### src/rtl/seven_segment_capture.sv
// rtl/seven_segment_capture.sv - decodes a multiplexed active-low seven-segment bus back into hex digits
//
// Optional feature: define SEG_CAPTURE_ERRCNT_EN to add the err_count output.
//
// Ports:
//   clk          system clock
//   reset        synchronous, active-high reset
//   anode        digit strobes, active low, one bit per digit
//   cathode      segments, active low; bit0=A .. bit6=G, bit7=dot
//   encoded      last decoded nibble per digit
//   digit_point  last captured dot per digit, 1 = lit
//   digit_valid  digit captured with a legal font pattern since reset
//   frame_done   one-cycle pulse when every digit has been captured since the last pulse
//   bad_pattern  one-cycle pulse when a captured segment pattern is not in the font
//   err_count    (SEG_CAPTURE_ERRCNT_EN only) saturating count of bad patterns and multi-strobe entries

module seven_segment_capture #(
    parameter int NUM_SEGMENTS  = 4,
    parameter int SETTLE_CYCLES = 4
) (
    input  logic                         clk,
    input  logic                         reset,
    input  logic [NUM_SEGMENTS-1:0]      anode,
    input  logic [7:0]                   cathode,
    output logic [NUM_SEGMENTS-1:0][3:0] encoded,
    output logic [NUM_SEGMENTS-1:0]      digit_point,
    output logic [NUM_SEGMENTS-1:0]      digit_valid,
    output logic                         frame_done,
`ifdef SEG_CAPTURE_ERRCNT_EN
    output logic                         bad_pattern,
    output logic [7:0]                   err_count
`else
    output logic                         bad_pattern
`endif
);

    localparam logic [7:0]              SETTLE   = 8'(SETTLE_CYCLES);
    localparam logic [NUM_SEGMENTS-1:0] ALL_SEEN = '1;

    logic [NUM_SEGMENTS-1:0] anode_q;
    logic [7:0]              cathode_q;
    logic [NUM_SEGMENTS-1:0] anode_prev;
    logic [7:0]              cathode_prev;
    logic [7:0]              cnt;
    logic                    cap_flag;
    logic [NUM_SEGMENTS-1:0] seen;

    logic [3:0]              zeros;
    logic                    legal;
    logic                    multi;
    logic                    changed;
    logic                    capture;
    logic [NUM_SEGMENTS-1:0] strobe;
    logic [6:0]              lit;
    logic [3:0]              nibble;
    logic                    font_ok;

    always_comb begin
        zeros = 4'd0;
        for (int i = 0; i < NUM_SEGMENTS; i++) begin
            if (!anode_q[i]) begin
                zeros = zeros + 4'd1;
            end
        end
    end

    assign legal   = (zeros == 4'd1);
    assign multi   = (zeros > 4'd1);
    assign changed = (anode_q != anode_prev) || (cathode_q != cathode_prev);

    // cnt counts how many consecutive samples of the pattern now held in
    // anode_prev/cathode_prev were identical and legal. When it reaches
    // SETTLE the dwell is complete, so the capture reads the *_prev copy:
    // a dwell of exactly SETTLE samples is captured even if the bus moves on
    // in the very cycle the decision is made.
    assign capture = (cnt == SETTLE) && !cap_flag;
    assign strobe  = ~anode_prev;
    assign lit     = ~cathode_prev[6:0];

    always_comb begin
        nibble  = 4'h0;
        font_ok = 1'b1;
        case (lit)
            7'h3F:   nibble = 4'h0;
            7'h06:   nibble = 4'h1;
            7'h5B:   nibble = 4'h2;
            7'h4F:   nibble = 4'h3;
            7'h66:   nibble = 4'h4;
            7'h6D:   nibble = 4'h5;
            7'h7D:   nibble = 4'h6;
            7'h07:   nibble = 4'h7;
            7'h7F:   nibble = 4'h8;
            7'h6F:   nibble = 4'h9;
            7'h77:   nibble = 4'hA;
            7'h7C:   nibble = 4'hB;
            7'h39:   nibble = 4'hC;
            7'h5E:   nibble = 4'hD;
            7'h79:   nibble = 4'hE;
            7'h71:   nibble = 4'hF;
            default: font_ok = 1'b0;
        endcase
    end

    always_ff @(posedge clk) begin
        if (reset) begin
            anode_q      <= '1;
            cathode_q    <= '1;
            anode_prev   <= '1;
            cathode_prev <= '1;
            cnt          <= 8'd0;
            cap_flag     <= 1'b0;
            seen         <= '0;
            encoded      <= '0;
            digit_point  <= '0;
            digit_valid  <= '0;
            frame_done   <= 1'b0;
            bad_pattern  <= 1'b0;
        end else begin
            anode_q      <= anode;
            cathode_q    <= cathode;
            anode_prev   <= anode_q;
            cathode_prev <= cathode_q;
            frame_done   <= 1'b0;
            bad_pattern  <= 1'b0;

            // Idle and any change both start a fresh dwell; the capture flag
            // only survives while the bus holds still.
            if (!legal) begin
                cnt      <= 8'd0;
                cap_flag <= 1'b0;
            end else if (changed || cnt == 8'd0) begin
                cnt      <= 8'd1;
                cap_flag <= 1'b0;
            end else begin
                if (cnt < SETTLE) begin
                    cnt <= cnt + 8'd1;
                end
                if (capture) begin
                    cap_flag <= 1'b1;
                end
            end

            if (capture) begin
                for (int i = 0; i < NUM_SEGMENTS; i++) begin
                    if (strobe[i]) begin
                        digit_point[i] <= ~cathode_prev[7];
                        if (font_ok) begin
                            encoded[i]     <= nibble;
                            digit_valid[i] <= 1'b1;
                        end
                    end
                end
                if (!font_ok) begin
                    bad_pattern <= 1'b1;
                end
                if ((seen | strobe) == ALL_SEEN) begin
                    frame_done <= 1'b1;
                    seen       <= '0;
                end else begin
                    seen <= seen | strobe;
                end
            end
        end
    end

`ifdef SEG_CAPTURE_ERRCNT_EN
    logic multi_prev;

    // Multi-strobe counts once per entry, not once per cycle held.
    always_ff @(posedge clk) begin
        if (reset) begin
            err_count  <= 8'd0;
            multi_prev <= 1'b0;
        end else begin
            multi_prev <= multi;
            if (((capture && !font_ok) || (multi && !multi_prev)) && err_count != 8'hFF) begin
                err_count <= err_count + 8'd1;
            end
        end
    end
`endif

endmodule
### config.mk
export PLATFORM = sky130hd
export DESIGN_NAME = seven_segment_capture
export DESIGN_NICKNAME = d
export VERILOG_FILES = /design/src/rtl/seven_segment_capture.sv
export SDC_FILE = /design/constraint.sdc
export NUM_CORES = 1
export LEC_CHECK = 0
export BUFFER_PORTS_ARGS = -buffer_cell sky130_fd_sc_hd__buf_2
export CAP_MARGIN = 20
export CORE_MARGIN = 4
export CORE_UTILIZATION = 60
export DETAILED_ROUTE_END_ITERATION = 8
export GPL_TIMING_DRIVEN = 0
export PLACE_DENSITY = 0.83
export SKIP_CTS_REPAIR_TIMING = 1
export SYNTH_ARGS = -nofsm -noshare
export SYNTH_HDL_FRONTEND = slang
export SYNTH_SLANG_ARGS = --single-unit
### constraint.sdc
create_clock -name clk -period 3.8 [get_ports clk]
set_input_delay 0.76 -clock clk [delete_from_list [all_inputs] [get_ports clk]]
set_output_delay 0.76 -clock clk [all_outputs]
set_load 0.03 [all_outputs]
==> results by group, run 1 <==
Global routing
  • Number of global-route vias before repair: 2220
  • First-pass GRT wire length: 10700 um
  • Combined global-route utilization of all metal layers: 22.5%
  • Overflow after GRT: 0
  • Number of antenna violations at the first check in global routing: 0
  • Maximum number of pins on one net before global-route repair: 13

Synth
  • Net Count, Synth: 323
  • #FFs+latches synth: 63
  • Dominant register cell in the synthesized netlist: sky130_fd_sc_hd__dfxtp_1
  • Sequential-to-total area share from yosys stat: 45.0%
  • Synth Instances: 304
  • FFs w/ async S/R, synth: 0%
  • Syn avg cell area: 9.21 um2
  • Complex-gate fraction of the synthesized area: 14.0%
  • Synth Area in Simple Gates: 28.5%
  • Share of cell area taken by muxes after synthesis: 0.715%
  • Combinational family with the most area after synthesis: simple AND/OR/NAND/NOR gates
  • Cell variety after synth: 47
  • Synthesized cell area: 2800 um2
  • Post-synthesis xor/xnor area fraction: 5.00%
  • Post-Synth Adder-Cell Area: 2.23%
  • Synth warn: 0
  • Number of enable flip-flop cells after synthesis: 0

Setup path
  • Launching element type of the critical path: flop
  • Required time at the worst-slack endpoint: 4.08 ns
  • Crit end category: flop
  • Arrival @ worst endpoint: 2.87 ns
  • Crit Path Category: reg2reg
  • Crit-path max FO: 8

Timing
  • Layout Skew: 0.0113 ns
  • RSZ-0062 raised after global routing: false
  • Worst-Margin Slew: 0.845 ns
  • Fin worst setup slack: 1.21 ns
  • Post-route clock period utilization: 68.2%
  • Timing-limited maximum frequency: 386 MHz
  • Final setup violation count: 0
  • Sum of negative setup slack: 0 ns
  • Final min period: 2.59 ns
  • Endpoints failing hold: 0
  • Max-slew violation count: 0
  • Rel. slew slack: 43.2%

Place
  • Routability congestion estimate: 0.895
  • HPWL after detailed placement: 4400 um
  • Post-Place Worst Slack: 1.27 ns
  • Port bufs: 39

Clocking
  • Post-CTS clock slew at the launch and capture registers of the worst setup and hold paths: 0.08 ns
  • Number of clock sinks seen by CTS: 63
  • Bufs on Longest Clock Path: 2
  • Cell at the root of the clock tree: sky130_fd_sc_hd__clkbuf_8
  • Clock tree from TritonCTS: built
  • Clock buffer count from CTS: 9
  • H-tree depth: 3
  • Clock latency of the later-clocked register in the worst-skew pair: 0.34 ns

Die
  • Core Rows: 24
  • Die height: 76.3 um
  • Starting utilization of the core area: 63.0%
  • Full die area: 5820 um2
  • Horiz. Die Dim: 76.3 um
  • Core area: 4440 um2
  • Io pins: 40

Final layout
  • Antenna fix cells: 0
  • Leading cell types in the layout, fill and taps excluded: 63 x sky130_fd_sc_hd__dfxtp_1, 44 x sky130_fd_sc_hd__buf_2, 33 x sky130_fd_sc_hd__nand2_1, 23 x sky130_fd_sc_hd__or2_2, 17 x sky130_fd_sc_hd__nand3_1
  • Net count of the finished layout: 373
  • Share of final-layout standard cells stronger than drive strength 1: 26.7%
  • Most common library cell in the layout ignoring fill and taps: sky130_fd_sc_hd__dfxtp_1
  • Fill cell instance count of the final layout: 328
  • Layout Area Growth over Synthesis: 17.2%

Job
  • MaxCap Viol Count: 0

Detailed routing
  • Detailed Route WL: 6240 um
  • Vias after detailed routing: 2415
  • Number of detailed-routing iterations run before antenna repair: 5
  • Initial DRC count: 214
  • Routed wire length per instance: 15.2 um
  • Average via count per standard cell: 5.88
  • Antenna Violating Nets Remaining: 0
  • DRC violations left: 0

Power and ir drop
  • Power Density: 430 nW/um2
  • Overall power after layout: 1.41 mW
  • Worst vdd rail ir drop: 0.348 mV
  • Static Leak: 1.29 nW

Min path
  • Min-Delay Path Class: reg2reg

Outcome
  • Status: complete, no violations
## final cells by class
type                            count  area (um2)  area share (%)
Clock inverter                      7        96.3            2.94
Timing Repair Buffer               39         195            5.95
Tap cell                           52        65.1            1.98
Multi-Input combinational cell    213        1410            43.1
Buffer                             18        88.8            2.71
Sequential cell                    63        1260            38.4
Clock buffer                        9         124            3.78
Inverter                           10        37.5            1.14
## registers in the layout, indices dropped and copies added (netlist names), 4 cells and up
name          flops
cathode_q         8
cathode_prev      8
cnt               8
anode_prev        4
digit_point       4
anode_q           4
digit_valid       4
encoded          16
seen              4
## routing by layer
metal / up-vias / routed length [um] / global-route usage, %
met5: - / 0 / 0
met2: 89 / 3040 / 36.5
met4: 0 / 118 / 7.79
li1: 1186 / - / -
met3: 15 / 392 / 6.15
met1: 1125 / 2690 / 29.0
## synth_stat cells, types with 2 or more instances
library cell / number / share of area [%]
sky130_fd_sc_hd__nor2_4: 4 / 1.6
sky130_fd_sc_hd__and2_1: 7 / 1.6
sky130_fd_sc_hd__buf_2: 5 / 0.89
sky130_fd_sc_hd__or2_2: 23 / 5.1
sky130_fd_sc_hd__clkbuf_1: 10 / 1.3
sky130_fd_sc_hd__o21a_1: 6 / 1.6
sky130_fd_sc_hd__or3b_2: 3 / 0.94
sky130_fd_sc_hd__xnor2_1: 3 / 0.94
sky130_fd_sc_hd__buf_4: 2 / 0.54
sky130_fd_sc_hd__o2bb2ai_1: 4 / 1.3
sky130_fd_sc_hd__o22ai_1: 2 / 0.45
sky130_fd_sc_hd__nor3b_1: 2 / 0.54
sky130_fd_sc_hd__a21oi_1: 7 / 1.3
sky130_fd_sc_hd__nand3_1: 17 / 3.0
sky130_fd_sc_hd__a211oi_1: 7 / 1.9
sky130_fd_sc_hd__mux2i_1: 2 / 0.71
sky130_fd_sc_hd__nor4_1: 9 / 2.0
sky130_fd_sc_hd__inv_1: 9 / 1.2
sky130_fd_sc_hd__nor2_1: 12 / 1.6
sky130_fd_sc_hd__o21ai_0: 2 / 0.36
sky130_fd_sc_hd__ha_1: 5 / 2.2
sky130_fd_sc_hd__nor4bb_1: 2 / 0.71
sky130_fd_sc_hd__a2111oi_0: 3 / 0.94
sky130_fd_sc_hd__nor3_1: 4 / 0.71
sky130_fd_sc_hd__dfxtp_1: 63 / 45
sky130_fd_sc_hd__nand3b_1: 5 / 1.3
sky130_fd_sc_hd__xor2_1: 13 / 4.1
sky130_fd_sc_hd__nand2_1: 33 / 4.4
sky130_fd_sc_hd__and3_1: 2 / 0.45
sky130_fd_sc_hd__nor2b_1: 4 / 0.89
sky130_fd_sc_hd__or3_1: 3 / 0.67
sky130_fd_sc_hd__o221ai_1: 16 / 5.0
## final timing paths
path         cells past startpoint                    start                    endpoint  slack, ns
min reg2reg                      1  cathode_q[7]$_SDFF_PP1_  cathode_prev[7]$_SDFF_PP1_       0.46
max                              8    anode_q[0]$_SDFF_PP1_         cnt[2]$_SDFFE_PP0P_       1.21
max reg2reg                      8    anode_q[0]$_SDFF_PP1_         cnt[2]$_SDFFE_PP0P_       1.21
min                              1  cathode_q[7]$_SDFF_PP1_  cathode_prev[7]$_SDFF_PP1_       0.46
## report_power, final
| group | leakage [nW] | total [mW] | internal, mW | switching (mW) |
|---|---|---|---|---|
| clock network | 0.102 | 0.636 | 0.370 | 0.266 |
| registers | 0.513 | 0.688 | 0.675 | 0.0133 |
| logic | 0.675 | 0.0867 | 0.0381 | 0.0486 |
| total | 1.29 | 1.41 | 1.08 | 0.328 |
## worst max-delay path, cell delays in order (launching register included)
cell	delay, ns
sky130_fd_sc_hd__dfxtp_1	0.40
sky130_fd_sc_hd__inv_1	0.08
sky130_fd_sc_hd__ha_1	0.35
sky130_fd_sc_hd__xnor2_1	0.19
sky130_fd_sc_hd__ha_1	0.25
sky130_fd_sc_hd__or3_1	0.34
sky130_fd_sc_hd__a211oi_1	0.30
sky130_fd_sc_hd__nor3b_2	0.42
sky130_fd_sc_hd__nor2b_1	0.21
## through the flow
step                hold slack [ns]  cell area [um2]  utilization [%]  instances
finish                        0.462             3280             73.8        411
detailed placement            0.445             3060             68.9        395
CTS                           0.464             3280             73.8        411
global placement              0.440             3060             68.9        395
floorplan                     0.431             2800                -        304
global route                  0.483             3280             73.8        411
## kinds of logic (layout without fill, tap and decap cells)
kind of cell,Yosys count,after routing
AND/OR/NAND/NOR,139,139
AO/OA/AOI/OAI,51,51
multiplexers,2,2
buffers and inverters,28,83
XOR/XNOR,16,16
adder cells (fa/ha/maj),5,5
flip-flops,63,63
(Power assumes the default switching activity.)
==> run 2: changes to the inputs <==
Settings changed: CORE_UTILIZATION 60 to 51, PLACE_DENSITY 0.83 to 0.75.
Clock period 3.8 ns to 2.15 ns, I/O delays scaled along.
==> run 2 against run 1 <==
Against the previous run: maximum frequency grew 16%; final area grew 6.0%; largest power group unchanged; sequential power grew 77%; the flow now finishes with violations (setup timing); critical endpoint is now cnt[1]$_SDFFE_PP0P_; via count shrank 0.95%; first-iteration DRC count shrank 33%; routed wire length grew 3.5%; sequential share of layout area shrank 2.1 points; register-to-register slack lost 1.3 ns.
==> results by group, run 2 (synthesis results as in run 1) <==
Timing
  • Fin Hold WS: 0.265 ns (-0.197 ns)
  • Rel. slew slack: 61.6% (+18 points)
  • Max-slew violation count: 0 (unchanged)
  • Post-route clock period utilization: 104% (+36 points)
  • Worst-Margin Slew: 0.561 ns (-0.283 ns)
  • Timing-limited maximum frequency: 446 MHz (+16%)
  • Fin worst setup slack: -0.0916 ns (-1.30 ns)
  • Final setup violation count: 8 (+8)
  • RSZ-0062 raised after global routing: true
  • Layout Skew: 0.0124 ns (+0.00115 ns)
  • Endpoints failing hold: 0 (unchanged)
  • Final min period: 2.24 ns (-0.350 ns)

Final layout
  • Layout Area Growth over Synthesis: 24.2%
  • Net count of the finished layout: 380 (+1.9%)
  • Fill cell instance count of the final layout: 444 (+35%)
  • Area of combinational cells with multiple inputs: 1530 um2 (+8.6%)
  • Leading cell types in the layout, fill and taps excluded: 61 x sky130_fd_sc_hd__dfxtp_1, 43 x sky130_fd_sc_hd__buf_2, 33 x sky130_fd_sc_hd__nand2_1, 23 x sky130_fd_sc_hd__or2_2, 17 x sky130_fd_sc_hd__nand3_1
  • Antenna fix cells: 0 (unchanged)
  • Register with the most flip-flops: encoded
  • Share of final-layout standard cells stronger than drive strength 1: 33.2% (+6.4 points)
  • Number of flip-flops in the largest register: 16 (unchanged)
  • FF+latch area: 1260 um2 (+0.20%)
  • Most common library cell in the layout ignoring fill and taps: sky130_fd_sc_hd__dfxtp_1

Die
  • Io pins: 40 (unchanged)
  • Core area: 5200 um2 (+17%)
  • Full die area: 6740 um2 (+16%)
  • Die height: 82.1 um (+7.6%)
  • Core Rows: 26 (+8.3%)
  • Starting utilization of the core area: 53.8% (-9.2 points)
  • Horiz. Die Dim: 82.1 um (+7.6%)

Detailed routing
  • Detailed Route WL: 6460 um (+3.5%)
  • Initial DRC count: 143 (-33%)
  • Average via count per standard cell: 5.50 (-6.4%)
  • Number of detailed-routing iterations run before antenna repair: 4 (-1)
  • Antenna Violating Nets Remaining: 0 (unchanged)
  • DRC violations left: 0 (unchanged)
  • Routed wire length per instance: 14.8 um (-2.2%)
  • Vias after detailed routing: 2392 (-0.95%)

Min path
  • Min-Delay Path Class: in2reg

Place
  • Routability congestion estimate: 0.834 (-6.8%)
  • Post-Place Worst Slack: -0.257 ns (-1.53 ns)
  • Port bufs: 39 (unchanged)
  • HPWL after detailed placement: 4450 um (+1.1%)

Global routing
  • Number of global-route vias before repair: 2211 (-0.41%)
  • First-pass GRT wire length: 10000 um (-6.0%)
  • Combined global-route utilization of all metal layers: 19.8% (-2.7 points)
  • Maximum number of pins on one net before global-route repair: 11 (-2)
  • Number of antenna violations at the first check in global routing: 0 (unchanged)
  • Overflow after GRT: 0 (unchanged)

Clocking
  • Clock buffer count from CTS: 9 (unchanged)
  • Cell at the root of the clock tree: sky130_fd_sc_hd__clkbuf_8
  • Post-CTS clock slew at the launch and capture registers of the worst setup and hold paths: 0.07 ns (about the same)
  • H-tree depth: 3 (unchanged)
  • Clock tree from TritonCTS: built
  • Bufs on Longest Clock Path: 2 (unchanged)
  • Number of clock sinks seen by CTS: 63 (unchanged)
  • Clock latency of the later-clocked register in the worst-skew pair: 0.34 ns (about the same)

Setup path
  • Launching element type of the critical path: flop
  • Crit-path max FO: 8 (unchanged)
  • Required time at the worst-slack endpoint: 2.44 ns (-1.64 ns)
  • Arrival @ worst endpoint: 2.53 ns (-0.34 ns)
  • Crit Path Category: reg2reg
  • Crit end category: flop

Outcome
  • Violated checks: setup timing
  • Status: finished, violations left

Power and ir drop
  • Worst vdd rail ir drop: 0.449 mV (+29%)
  • Overall power after layout: 2.53 mW (+79%)
  • Power Density: 726 nW/um2 (+69%)
  • Static Leak: 1.36 nW (+5.3%)

Job
  • MaxCap Viol Count: 0 (unchanged)
run 2: cell types whose count changed in the layout (fill, tap and decap cells not counted), moves of 2 or more:
cell                         before  now
sky130_fd_sc_hd__inv_1            9    7
sky130_fd_sc_hd__ha_1             5    2
sky130_fd_sc_hd__a211oi_2         0    2
sky130_fd_sc_hd__buf_4            2    9
sky130_fd_sc_hd__dfxtp_1         63   61
sky130_fd_sc_hd__dfxtp_2          0    2
sky130_fd_sc_hd__clkinvlp_4       3    1
sky130_fd_sc_hd__nor4_2           0    2
sky130_fd_sc_hd__nor4_1           9    7
sky130_fd_sc_hd__inv_2            0    2
sky130_fd_sc_hd__a211oi_1         7    5
sky130_fd_sc_hd__clkbuf_2         0    2
sky130_fd_sc_hd__a2111oi_0        3    1
sky130_fd_sc_hd__ha_4             0    3
run 2: final cells by class:
type,instances,area share [%]
multi-input combinational,213,44.1
sequential,63,36.3
timing repair buffer,46,7.12
clock buffer,12,4.17
buffer,18,2.70
tap,70,2.52
clock inverter,3,1.94
inverter,10,1.08
run 2: per-stage QoR:
stage | utilization [%] | setup TNS, ns | instances | instance area [um2]
floorplan | - | 0 | 304 | 2820
global placement | 59.7 | -1.13 | 413 | 3110
detailed placement | 59.7 | -1.97 | 413 | 3110
CTS | 63.8 | -2.16 | 428 | 3320
global route | 66.8 | -1.22 | 435 | 3480
finish | 66.8 | -0.587 | 435 | 3480
run 2: path summary, 6_finish.rpt:
kind,to,cells past startpoint,startpoint,slack [ns]
worst max register to register,cnt[1]$_SDFFE_PP0P_,8,anode_q[0]$_SDFF_PP1_,-0.09
worst max-delay path,cnt[1]$_SDFFE_PP0P_,8,anode_q[0]$_SDFF_PP1_,-0.09
worst min-delay path,cathode_q[6]$_SDFF_PP1_,2,cathode[6],0.27
worst min register to register,digit_valid[2]$_SDFFE_PP0P_,1,digit_valid[2]$_SDFFE_PP0P_,0.46
run 2: per-layer routing:
| layer | up-vias | GRT usage, % | part of all wire (%) |
|---|---|---|---|
| met5 | - | 0 | 0 |
| met4 | 0 | 6.98 | 2.4 |
| met3 | 16 | 6.94 | 6.7 |
| met2 | 81 | 31.8 | 47 |
| met1 | 1095 | 24.6 | 44 |
| li1 | 1200 | - | - |
run 2: report_power, final:
part	switching [mW]	internal [mW]	leakage (nW)
combinational	0.105	0.0946	0.742
clock	0.430	0.679	0.103
sequential	0.0242	1.19	0.513
run 2: critical path, cell delays in order, from the launching register on:
cell and delay [ns]:
sky130_fd_sc_hd__dfxtp_2 0.34, sky130_fd_sc_hd__buf_4 0.14, sky130_fd_sc_hd__ha_4 0.16, sky130_fd_sc_hd__mux2i_2 0.21, sky130_fd_sc_hd__ha_4 0.24, sky130_fd_sc_hd__or3_4 0.33, sky130_fd_sc_hd__a211oi_2 0.24, sky130_fd_sc_hd__nor3b_4 0.35
sky130_fd_sc_hd__nor2b_2 0.19
